<file path="config.mk">
export PLATFORM = sky130hd
export DESIGN_NAME = beat_collect_queue
export DESIGN_NICKNAME = d
export VERILOG_FILES = /design/src/rtl/beat_collect_queue.sv
export SDC_FILE = /design/constraint.sdc
export NUM_CORES = 1
export LEC_CHECK = 0
export CAP_MARGIN = 5
export CORE_MARGIN = 5
export CORE_UTILIZATION = 40
export CTS_CLUSTER_DIAMETER = 200
export DETAILED_ROUTE_END_ITERATION = 12
export PLACE_DENSITY = 0.69
export SETUP_SLACK_MARGIN = 0.4
export SYNTH_ARGS = -nofsm -noshare
export SYNTH_HDL_FRONTEND = slang
export SYNTH_SLANG_ARGS = --single-unit
</file>
<file path="constraint.sdc">
create_clock -name clk -period 2.6 [get_ports clk]
set_input_delay 0.39 -clock clk [delete_from_list [all_inputs] [get_ports clk]]
set_output_delay 0.39 -clock clk [all_outputs]
set_load 0.05 [all_outputs]
</file>
<file path="src/rtl/beat_collect_queue.sv">
// beat_collect_queue: gathers BEATS input beats of BEAT_W bits into one line,
// then queues each complete line with its tag and cacheable flag in a
// DEPTH-entry in-order queue. The cache fill logic drains that queue with a
// read/valid handshake.
// Ports:
//   clk, rst        clock, synchronous active-high reset
//   flush           synchronous clear of the queue and any partial line
//   i_vld/i_1st     beat valid / first beat of a line (i_tag, i_ca sampled with it)
//   i_tag, i_ca     line tag and cacheable flag
//   i_data          beat data
//   o_in_rdy        queue can accept beats
//   o_drop          current beat discarded (same-cycle pulse)
//   o_vld, o_data, o_tag, o_ca   head entry
//   read            pop the head (ignored when o_vld=0)
//   o_count         number of complete entries held
module beat_collect_queue #(
  parameter int unsigned BEAT_W = 32,
  parameter int unsigned BEATS  = 2,
  parameter int unsigned DEPTH  = 4,
  parameter int unsigned TAG_W  = 15
) (
  input  logic                          clk,
  input  logic                          rst,
  input  logic                          flush,
  input  logic                          i_vld,
  input  logic                          i_1st,
  input  logic [TAG_W-1:0]              i_tag,
  input  logic                          i_ca,
  input  logic [BEAT_W-1:0]             i_data,
  output logic                          o_in_rdy,
  output logic                          o_drop,
  output logic                          o_vld,
  output logic [BEATS*BEAT_W-1:0]       o_data,
  output logic [TAG_W-1:0]              o_tag,
  output logic                          o_ca,
  input  logic                          read,
  output logic [$clog2(DEPTH):0]        o_count
);

  localparam int unsigned LINE_W = BEATS * BEAT_W;
  localparam int unsigned PTR_W  = $clog2(DEPTH);
  localparam int unsigned IDX_W  = (BEATS > 1) ? $clog2(BEATS) : 1;
  localparam int unsigned CNT_W  = PTR_W + 1;

  logic [LINE_W-1:0] mem_data [DEPTH];
  logic [TAG_W-1:0]  mem_tag  [DEPTH];
  logic              mem_ca   [DEPTH];
  logic [DEPTH-1:0]  valid;

  logic [PTR_W-1:0]  wrptr;
  logic [PTR_W-1:0]  rdptr;
  logic [IDX_W-1:0]  idx;
  logic              open;
  logic [CNT_W-1:0]  count;

  logic              clr;
  logic              beat_ok;
  logic              commit;
  logic              pop;
  logic [IDX_W-1:0]  wr_idx;

  // Event decode; flush/reset override every other event in the cycle.
  always_comb begin
    clr      = rst | flush;
    o_in_rdy = (count != CNT_W'(DEPTH));
    wr_idx   = i_1st ? IDX_W'(0) : idx;
    beat_ok  = ~clr & i_vld & o_in_rdy & (i_1st | open);
    commit   = beat_ok & (wr_idx == IDX_W'(BEATS - 1));
    pop      = ~clr & o_vld & read;
    o_drop   = ~clr & i_vld & (~o_in_rdy | (~i_1st & ~open));
  end

  // Head outputs are a mux of the entry registers at rdptr.
  always_comb begin
    o_vld   = valid[rdptr];
    o_data  = mem_data[rdptr];
    o_tag   = mem_tag[rdptr];
    o_ca    = mem_ca[rdptr];
    o_count = count;
  end

  // Control state: pointers, valids, assembly index, occupancy.
  always_ff @(posedge clk) begin
    if (clr) begin
      wrptr <= '0;
      rdptr <= '0;
      valid <= '0;
      idx   <= '0;
      open  <= 1'b0;
      count <= '0;
    end else begin
      if (beat_ok) begin
        if (commit) begin
          valid[wrptr] <= 1'b1;
          wrptr        <= wrptr + PTR_W'(1);
          open         <= 1'b0;
          idx          <= '0;
        end else begin
          // A first beat restarts the line in the same slot, abandoning any partial.
          open <= 1'b1;
          idx  <= wr_idx + IDX_W'(1);
        end
      end
      if (pop) begin
        valid[rdptr] <= 1'b0;
        rdptr        <= rdptr + PTR_W'(1);
      end
      case ({commit, pop})
        2'b10:   count <= count + CNT_W'(1);
        2'b01:   count <= count - CNT_W'(1);
        default: count <= count;
      endcase
    end
  end

  // Entry storage; the slot at wrptr is never valid while beats are accepted.
  always_ff @(posedge clk) begin
    if (beat_ok) begin
      for (int unsigned k = 0; k < BEATS; k++) begin
        if (wr_idx == IDX_W'(k)) mem_data[wrptr][k*BEAT_W +: BEAT_W] <= i_data;
      end
      if (i_1st) begin
        mem_tag[wrptr] <= i_tag;
        mem_ca[wrptr]  <= i_ca;
      end
    end
  end

endmodule

</file>
==> results.md, run 1 <==
- Seq. cell area: about 0.01 sq mm
- Starting DRC count in detailed routing: between 200 and 300
- Crit start category: flip-flop
- Clock buffer depth: 3
- Vias per inst: about 5.2
- Area of the multi-input gates: between 0.002 and 0.0025 sq mm
- Ys Warns: 0
- Congestion Overflow GR: 0
- Clock root cell: clkbuf_16
- Mean Syn Cell Area: 23.9 sq um
- Routed Wire Length: 25,900 um
- TritonCTS buffer count: 34
- Measured slew at the worst slew-check pin: slightly above 500 ps
- Residual DRC count: 0
- Leakage: ~0.0052 uW
- Arrival time of the worst setup path: between 1500 and 2000 ps
- Final number of hold-violating endpoints: 0
- Max VDD drop: roughly 0.5 mV
- Crit share post-route: 0.910
- GRT Resource Usage Total: 0.145
- Asr flop ratio synth: 0
- ANT cells: 0
- Vias in the first global route: 6,550
- Seq cells post-synth: approximately 340
- Final Max Tran Viols: 0
- Hold depth: 1
- Die W: roughly 190 um
- Sink Count: about 340
- Maximum clock rate: about 420 MHz
- R2R depth: 9
- Setup violators final: 0
- Final #Nets: 785
- PD cells: about 670 mW/mm^2
- Top FF cell, synth: edfxtp_1
- Setup_tns: 0 ps
- Final Instance Count excl. Fillers: roughly 1,100
- Relative slew slack: 0.663
- Die height: between 150 and 200 um
- Area Overhead vs Synth: 29.6%
- GP Congestion: between 0.7 and 0.8
- First-pass GRT wire length: approximately 39,000 um
- Mapped Area: 0.0125 sq mm
- Most common cell after layout, fill and taps aside: edfxtp_1
- Antenna violations before repair: 2
- Clock Skews: about 14 ps
- IO Port Bufs: between 100 and 150
- Row Count: between 60 and 70
- Hold WC Path Type: in2reg
- Placed insts: between 1,000 and 1,500
- Post-route core utilization: 0.527
- H-tree depth: 2
- I/O Pins: 140
- Avg WL per Cell: roughly 23 um
- Worst-Skew Late Latency: around 500 ps
- RSZ-0062 raised after global routing: yes
- Drt first pass iters: 5
- Worst hold margin: 509 ps
- Minimum clock period: 2370 ps
- Critical Path End Type: output port
- Max Fanout on Critical Path: 5
- CP Data Required Time: between 2000 and 2500 ps
- Area after DPL: about 0.014 sq mm
- Largest net degree at the start of global routing: 33
- Design area: 0.0162 sq mm
- Number of max-cap violations: 0
- Fillers: 2,389
- Die ar.: around 0.035 sq mm
- Commonest non-fill, non-tap cells in the layout: edfxtp_1 (320), mux4_2 (80), buf_6 (78)
- Hpwl dp: between 15,000 and 20,000 um
- Share of layout cells above drive strength 1: 0.381
- CTS tree: done
- Reg clk slew, reported paths: 60 ps
- Post-synthesis sequential area ratio: 0.793
- Status: finished clean
- Initial Utilization: 0.406
- Routed vias: roughly 6,000
- Antenna Nets Post-Route: 0
- Yosys cell types: 39
- Worst Path Class, Setup: reg2out
- Number of flops mapped to enable cells by yosys: between 300 and 400
- Synth Instances: between 500 and 600
- Area of the core: roughly 0.031 sq mm
- Syn Nets: 586
[power breakdown]
group / switching [uW] / leakage [uW] / total [uW] / internal (uW)
logic: 168 / 0.00172 / 296 / 128
registers: 5.38 / 0.00301 / 5930 / 5920
clock network: 1910 / 0.000514 / 4590 / 2680
total: 2090 / 0.00524 / 10800 / 8730
[sequential cells by signal (all words and copies together) (netlist names), named ones only]
signal    count
idx           1
mem_ca        4
mem_data    256
mem_tag      60
o_count       3
open          1
rdptr         2
valid         4
wrptr         2
[area by class of cell]
cell class,instances,share of cell area
multi-input cells,157,0.152
repair buffers,184,0.137
clock buffers,42,0.0557
inverters,9,0.00224
clock inverters,18,0.00935
well taps,396,0.0306
flip-flops and latches,335,0.613
[worst paths after layout]
| path | start | endpoint | slack, ps |
|---|---|---|---|
| max | flip-flop | o_data[30] | 230 |
| min | i_tag[12] | mem_tag[1][12] | 510 |
| max reg2reg | o_count[0] | o_count[2] | 430 |
| min reg2reg | wrptr[1] | wrptr[1] | 510 |
[cell usage after synthesis, drive strengths merged (2+ instances only)]
| cell type | count | area (sq um) |
|---|---|---|
| mux2i | 8 | 80.1 |
| clkbuf | 9 | 36.3 |
| a41oi | 4 | 35.0 |
| inv | 9 | 33.8 |
| a21oi | 3 | 15.0 |
| or3b | 2 | 20.0 |
| dfxtp | 15 | 300 |
| xor2 | 2 | 17.5 |
| buf | 12 | 85.1 |
| ha | 9 | 113 |
| and2 | 13 | 86.3 |
| or2 | 2 | 12.5 |
| a211oi | 4 | 30.0 |
| mux4 | 80 | 1800 |
| and3b | 4 | 35.0 |
| nor2 | 5 | 18.8 |
| nand2 | 7 | 26.3 |
| edfxtp | 320 | 9610 |
[logic make-up after synthesis]
logic type                 count (synthesis)  synth area share
DFF                                      335             0.793
muxes                                     88             0.151
adders and majority gates                 10            0.0106
xor gates and xnor gates                   2           0.00140
AOI/OAI and AO/OA                         16           0.00981
and+or+nand+nor                           41            0.0221
buffers and inverters                     30            0.0124
[per-stage QoR]
step                setup slack (ps)  power, uW
floorplan                        344       6140
global placement                22.1       6310
detailed placement             -38.4       6320
CTS                              164      10900
global route                     179      11200
finish                           233      10800
[critical path: stages, from the launching register on]
cell,delay [ps]
dfxtp_4,410
buf_12,160
buf_12,130
mux4_2,570
buf_6,190
[routing by layer]
layer | track usage | share of wire
met5 | 0 | 0.00089
met4 | 0.0319 | 0.016
met3 | 0.0368 | 0.069
met2 | 0.253 | 0.52
met1 | 0.184 | 0.40
[what timing repair did]
item	4_1_cts	5_1_grt
endpoints found under the setup margin	84	84
hold buffers	0	0
cloned	1	5
buffers inserted	12	3
pin swaps	1	2
gates resized for setup	63	50
Power figures use the tool's default switching activity.
==> run 2: changes to the inputs <==
--- a/config.mk
+++ b/config.mk
@@ -6,11 +6,13 @@
 export NUM_CORES = 1
 export LEC_CHECK = 0
 export CAP_MARGIN = 5
+export CELL_PAD_IN_SITES_DETAIL_PLACEMENT = 1
+export CELL_PAD_IN_SITES_GLOBAL_PLACEMENT = 2
 export CORE_MARGIN = 5
 export CORE_UTILIZATION = 40
 export CTS_CLUSTER_DIAMETER = 200
 export DETAILED_ROUTE_END_ITERATION = 12
-export PLACE_DENSITY = 0.69
+export PLACE_DENSITY = 0.82
 export SETUP_SLACK_MARGIN = 0.4
 export SYNTH_ARGS = -nofsm -noshare
 export SYNTH_HDL_FRONTEND = slang
==> run 2 against run 1 <==
Against the previous run:
- fmax down 1.3%
- critical path type unchanged
- routed wire length up 6.9%
- largest cell class unchanged
- critical path depth unchanged
==> results.md, run 2 (same netlist as run 1, synthesis figures left out) <==
- Status: finished clean
- Setup violators final: 0 (unchanged)
- Worst-Skew Late Latency: 530 ps (+30 ps)
- Largest net degree at the start of global routing: 33 (unchanged)
- Max VDD drop: 0.505 mV (-1.4%)
- Final number of hold-violating endpoints: 0 (unchanged)
- PD cells: 708 mW/mm^2 (+6.0%)
- IO Port Bufs: 139 (unchanged)
- Placed insts: 1,060 (unchanged)
- Final Instance Count excl. Fillers: 1,148 (+0.61%)
- Avg WL per Cell: 24.1 um (+6.2%)
- Residual DRC count: 0 (unchanged)
- Max reg flops: 256 (unchanged)
- Relative slew slack: 0.653 (-0.00993)
- I/O Pins: 140 (unchanged)
- Row Count: 64 (unchanged)
- GP Congestion: 0.738 (-0.69%)
- Commonest non-fill, non-tap cells in the layout: edfxtp_1 (320), mux4_2 (80), clkdlybuf4s50_1 (56)
- Measured slew at the worst slew-check pin: 519 ps (+14.9 ps)
- Clock Skews: 17.7 ps (+3.57 ps)
- Hold WC Path Type: reg2reg
- Hpwl dp: 16,900 um (+6.9%)
- GRT Resource Usage Total: 0.155 (+0.0105)
- CP Data Required Time: 2210 ps (about the same)
- Minimum clock period: 2400 ps (+30.1 ps)
- Starting DRC count in detailed routing: 317 (+10%)
- Drt first pass iters: 4 (-1)
- CTS Hold Buffers Added: 0 (unchanged)
- Sink Count: 335 (unchanged)
- Leakage: 0.00526 uW (+0.45%)
- Max Fanout on Critical Path: 6 (+1)
- Setup_tns: 0 ps (unchanged)
- Arrival time of the worst setup path: 2010 ps (+30 ps)
- Worst Path Class, Setup: reg2out
- Top reg by flops: mem_data
- First-pass GRT wire length: 41,600 um (+6.7%)
- Die height: 187 um (unchanged)
- Antenna Nets Post-Route: 0 (unchanged)
- Design area: 0.0162 sq mm (about the same)
- Number of max-cap violations: 0 (unchanged)
- H-tree depth: 2 (unchanged)
- Routed Wire Length: 27,600 um (+6.9%)
- Critical Path End Type: output port
- Routed vias: 6,002 (+0.86%)
- Maximum clock rate: 417 MHz (-1.3%)
- Congestion Overflow GR: 0 (unchanged)
- CTS tree: done
- Clock root cell: clkbuf_16
- TritonCTS buffer count: 37 (+8.8%)
- Area after DPL: 0.0145 sq mm (+0.17%)
- Biggest regs: mem_data: 256 flops, mem_tag: 60 flops
- Vias in the first global route: 6,732 (+2.8%)
- RSZ-0062 raised after global routing: yes
- Area Overhead vs Synth: 29.7% (about the same)
- Clock buffer depth: 3 (unchanged)
- Share of layout cells above drive strength 1: 0.386 (+0.00494)
- Most common cell after layout, fill and taps aside: edfxtp_1
- Final Max Tran Viols: 0 (unchanged)
- Vias per inst: 5.23 (+0.24%)
- Area of the core: 0.0307 sq mm (unchanged)
- Die W: 187 um (unchanged)
- Initial Utilization: 0.406 (unchanged)
- Crit share post-route: 0.922 (+0.0116)
- Crit start category: flip-flop
- Die ar.: 0.0349 sq mm (unchanged)
- Antenna violations before repair: 2 (unchanged)
- Final #Nets: 786 (+0.13%)
- Reg clk slew, reported paths: 60 ps (about the same)
==> run 2: worst paths after layout <==
check        slack [ps]  cells past startpoint    endpoint       start
min reg2reg         510                      1    wrptr[0]    wrptr[0]
min                 510                      1    wrptr[0]    wrptr[0]
max reg2reg         410                      9  o_count[2]  o_count[0]
max                 200                      4  o_data[18]   flip-flop
==> run 2: critical path, cell delays in order (launching register included) <==
cell and delay [ps]:
dfxtp_4 400, buf_12 170, clkbuf_16 180, mux4_2 550, buf_6 180
==> run 2: report_power, final <==
| part | switching, uW | internal, uW | total, uW | leakage [uW] |
|---|---|---|---|---|
| clock | 2060 | 3190 | 5250 | 0.000603 |
| sequential | 5.52 | 5920 | 5930 | 0.00301 |
| combinational | 171 | 126 | 297 | 0.00165 |
==> run 2: layout make-up <==
type | instances | area [sq um]
Antenna cell | 1 | 2.50
Clock buffer | 41 | 962
Clock inverter | 27 | 284
Fill cell | 2693 | 14500
Inverter | 9 | 33.8
Multi-Input combinational cell | 157 | 2460
Sequential cell | 335 | 9930
Tap cell | 396 | 495
Timing Repair Buffer | 182 | 2040
==> run 2: routing by layer <==
layer / vias up / track usage / part of all wire
li1: 2609 / - / -
met1: 3171 / 0.202 / 0.42
met2: 175 / 0.265 / 0.51
met3: 45 / 0.0359 / 0.051
met4: 2 / 0.0410 / 0.022
met5: - / 0 / 0.00062
==> run 2: per-stage QoR <==
step / setup WS (ps) / util / hold slack, ps / total power, uW
global route: 144 / 0.527 / 505 / 11900
floorplan: 344 / - / 463 / 6140
global placement: 43.6 / 0.471 / 481 / 6310
CTS: 137 / 0.515 / 502 / 11600
detailed placement: -20.9 / 0.471 / 504 / 6330
finish: 203 / 0.527 / 514 / 11500
==> run 2: repair_timing <==
item,in CTS,in global routing
cloned,0,6
setup endpoints to repair,84,82
resized for setup,18,50
hold endpoints to repair,0,0
pin swaps,2,1
buffers inserted,9,4
==> patch, RTL diff (flow settings as in run 1) <==
`BEAT_W`: 32 -> 40.
--- a/src/rtl/beat_collect_queue.sv
+++ b/src/rtl/beat_collect_queue.sv
@@ -14,7 +14,7 @@
 //   read            pop the head (ignored when o_vld=0)
 //   o_count         number of complete entries held
 module beat_collect_queue #(
-  parameter int unsigned BEAT_W = 32,
+  parameter int unsigned BEAT_W = 40,
   parameter int unsigned BEATS  = 2,
   parameter int unsigned DEPTH  = 4,
   parameter int unsigned TAG_W  = 15
Ports: changed (resized i_data and o_data); port bits go from 140 to 164. No check against the original RTL was run, so the function may have changed too.
==> patch against run 1 <==
Synthesized cell count increased by 16%; routed wire length grew 20%; final cell count grew 18%; non-clock buffer count grew 33; area after synthesis rose by 19%; worst setup slack lost 0.062 ns; sequential power grew 19%; register-to-register slack gained 0.02 ns; total power up 21%; design area grew 19%; via count increased by 17%; worst hold slack lost 0.012 ns; sequential cell count grew 64; largest cell class unchanged.
==> patch: results (changes against run 1) <==
\begin{tabular}{lr}
\hline
Metric & Value \\
\hline
\multicolumn{2}{l}{\textbf{Outcome}} \\
Outcome & finished, final reports clean \\
\multicolumn{2}{l}{\textbf{Global routing}} \\
GR Util All Layers & 15.0\% (+0.49 points) \\
Vias in the first global route & 7,408 (+13\%) \\
Number of antenna violations at the first check in global routing & 4 (+2) \\
\multicolumn{2}{l}{\textbf{Power}} \\
Worst VDD drop & 616 uV (+20\%) \\
\multicolumn{2}{l}{\textbf{Layout}} \\
Area used by sequential logic in the layout & 0.0118 sq mm (+19\%) \\
Num sequential & 399 (+19\%) \\
Fill cells & 2,823 (+18\%) \\
Multi-In Gates & 175 (+11\%) \\
Non-clk bufs & 217 (+18\%) \\
Clock buffer cells & 51 (+21\%) \\
Fraction of standard cell area in multi-input logic & 14.6\% (-0.62 points) \\
Largest registers & mem\_data (320), mem\_tag (60) \\
\multicolumn{2}{l}{\textbf{Synth}} \\
Part of the Yosys area used for sequential elements & 79.8\% (+0.51 points) \\
Adder-Cell Fraction of Synth Area & 0.895\% (-0.17 points) \\
Gate Count Post-Synth & 608 (+16\%) \\
Post-synth design cell area & 0.0148 sq mm (+19\%) \\
Most frequent cells after synthesis & sky130\_fd\_sc\_hd\_\_edfxtp\_1, sky130\_fd\_sc\_hd\_\_mux4\_2, sky130\_fd\_sc\_hd\_\_dfxtp\_1 \\
Number of enable-type register cells in the synthesized netlist & 384 (+20\%) \\
Share of the synthesized area in compound gates (AO/OA/AOI/OAI) & 0.827\% (-0.15 points) \\
\multicolumn{2}{l}{\textbf{Placement}} \\
Post-placement cell area & 0.0171 sq mm (+18\%) \\
Global placement routability congestion & 0.744 (about the same) \\
Detailed-placement wirelength estimate & 19.0 mm (+20\%) \\
Count of buffers inserted at the top-level ports & 163 (+17\%) \\
\multicolumn{2}{l}{\textbf{CTS}} \\
Post CTS Setup Buffer Count & 10 (-2) \\
Number of resized instances in the post-cts repair step & 80 (+27\%) \\
Number of buffers created by CTS & 42 (+24\%) \\
\multicolumn{2}{l}{\textbf{Hold path}} \\
Worst hold start & wrptr[1] \\
\multicolumn{2}{l}{\textbf{STA}} \\
Final clock skew & 0.00971 ns (-0.00438 ns) \\
Remaining max-slew budget at the tightest pin & 65.9\% (-0.38 points) \\
\multicolumn{2}{l}{\textbf{Route}} \\
Total number of vias & 6,938 (+17\%) \\
\multicolumn{2}{l}{\textbf{Worst setup path}} \\
Reg-to-Reg Start & o\_count[1] \\
\hline
\end{tabular}
==> patch: cell types whose count changed in the layout (fill, tap and decap cells not counted), sizes merged, moves of 3 or more <==
cell and change:
clkdlybuf4s50 +8, clkbuf +6, buf +27, mux4 +16, clkinv +3, edfxtp +64
==> patch: how the worst min path moves through the flow <==
| stage | to | slack [ns] | cells past startpoint |
|---|---|---|---|
| after global placement | wrptr[1] | 0.48 | 2 |
| after floorplan | open | 0.46 | 1 |
| after CTS | mem_tag[2][6] | 0.48 | 1 |
| final | wrptr[1] | 0.50 | 2 |
| after global routing | mem_tag[3][6] | 0.50 | 1 |
| after detailed placement | wrptr[1] | 0.49 | 2 |
==> patch: per-layer routing <==
metal  wire [microns]  share of wire [%]  track usage, %
met1            13100                 42            20.3
met2            15700                 51            25.1
met3             1700                5.5            3.42
met4              420                1.4            3.27
met5               34               0.11               0
==> patch: where the power goes <==
group	total [W]	switching (W)	internal, W
Clock	0.00571	0.00229	0.00342
Sequential	0.00707	0.00000563	0.00706
Combinational	0.000342	0.000196	0.000146
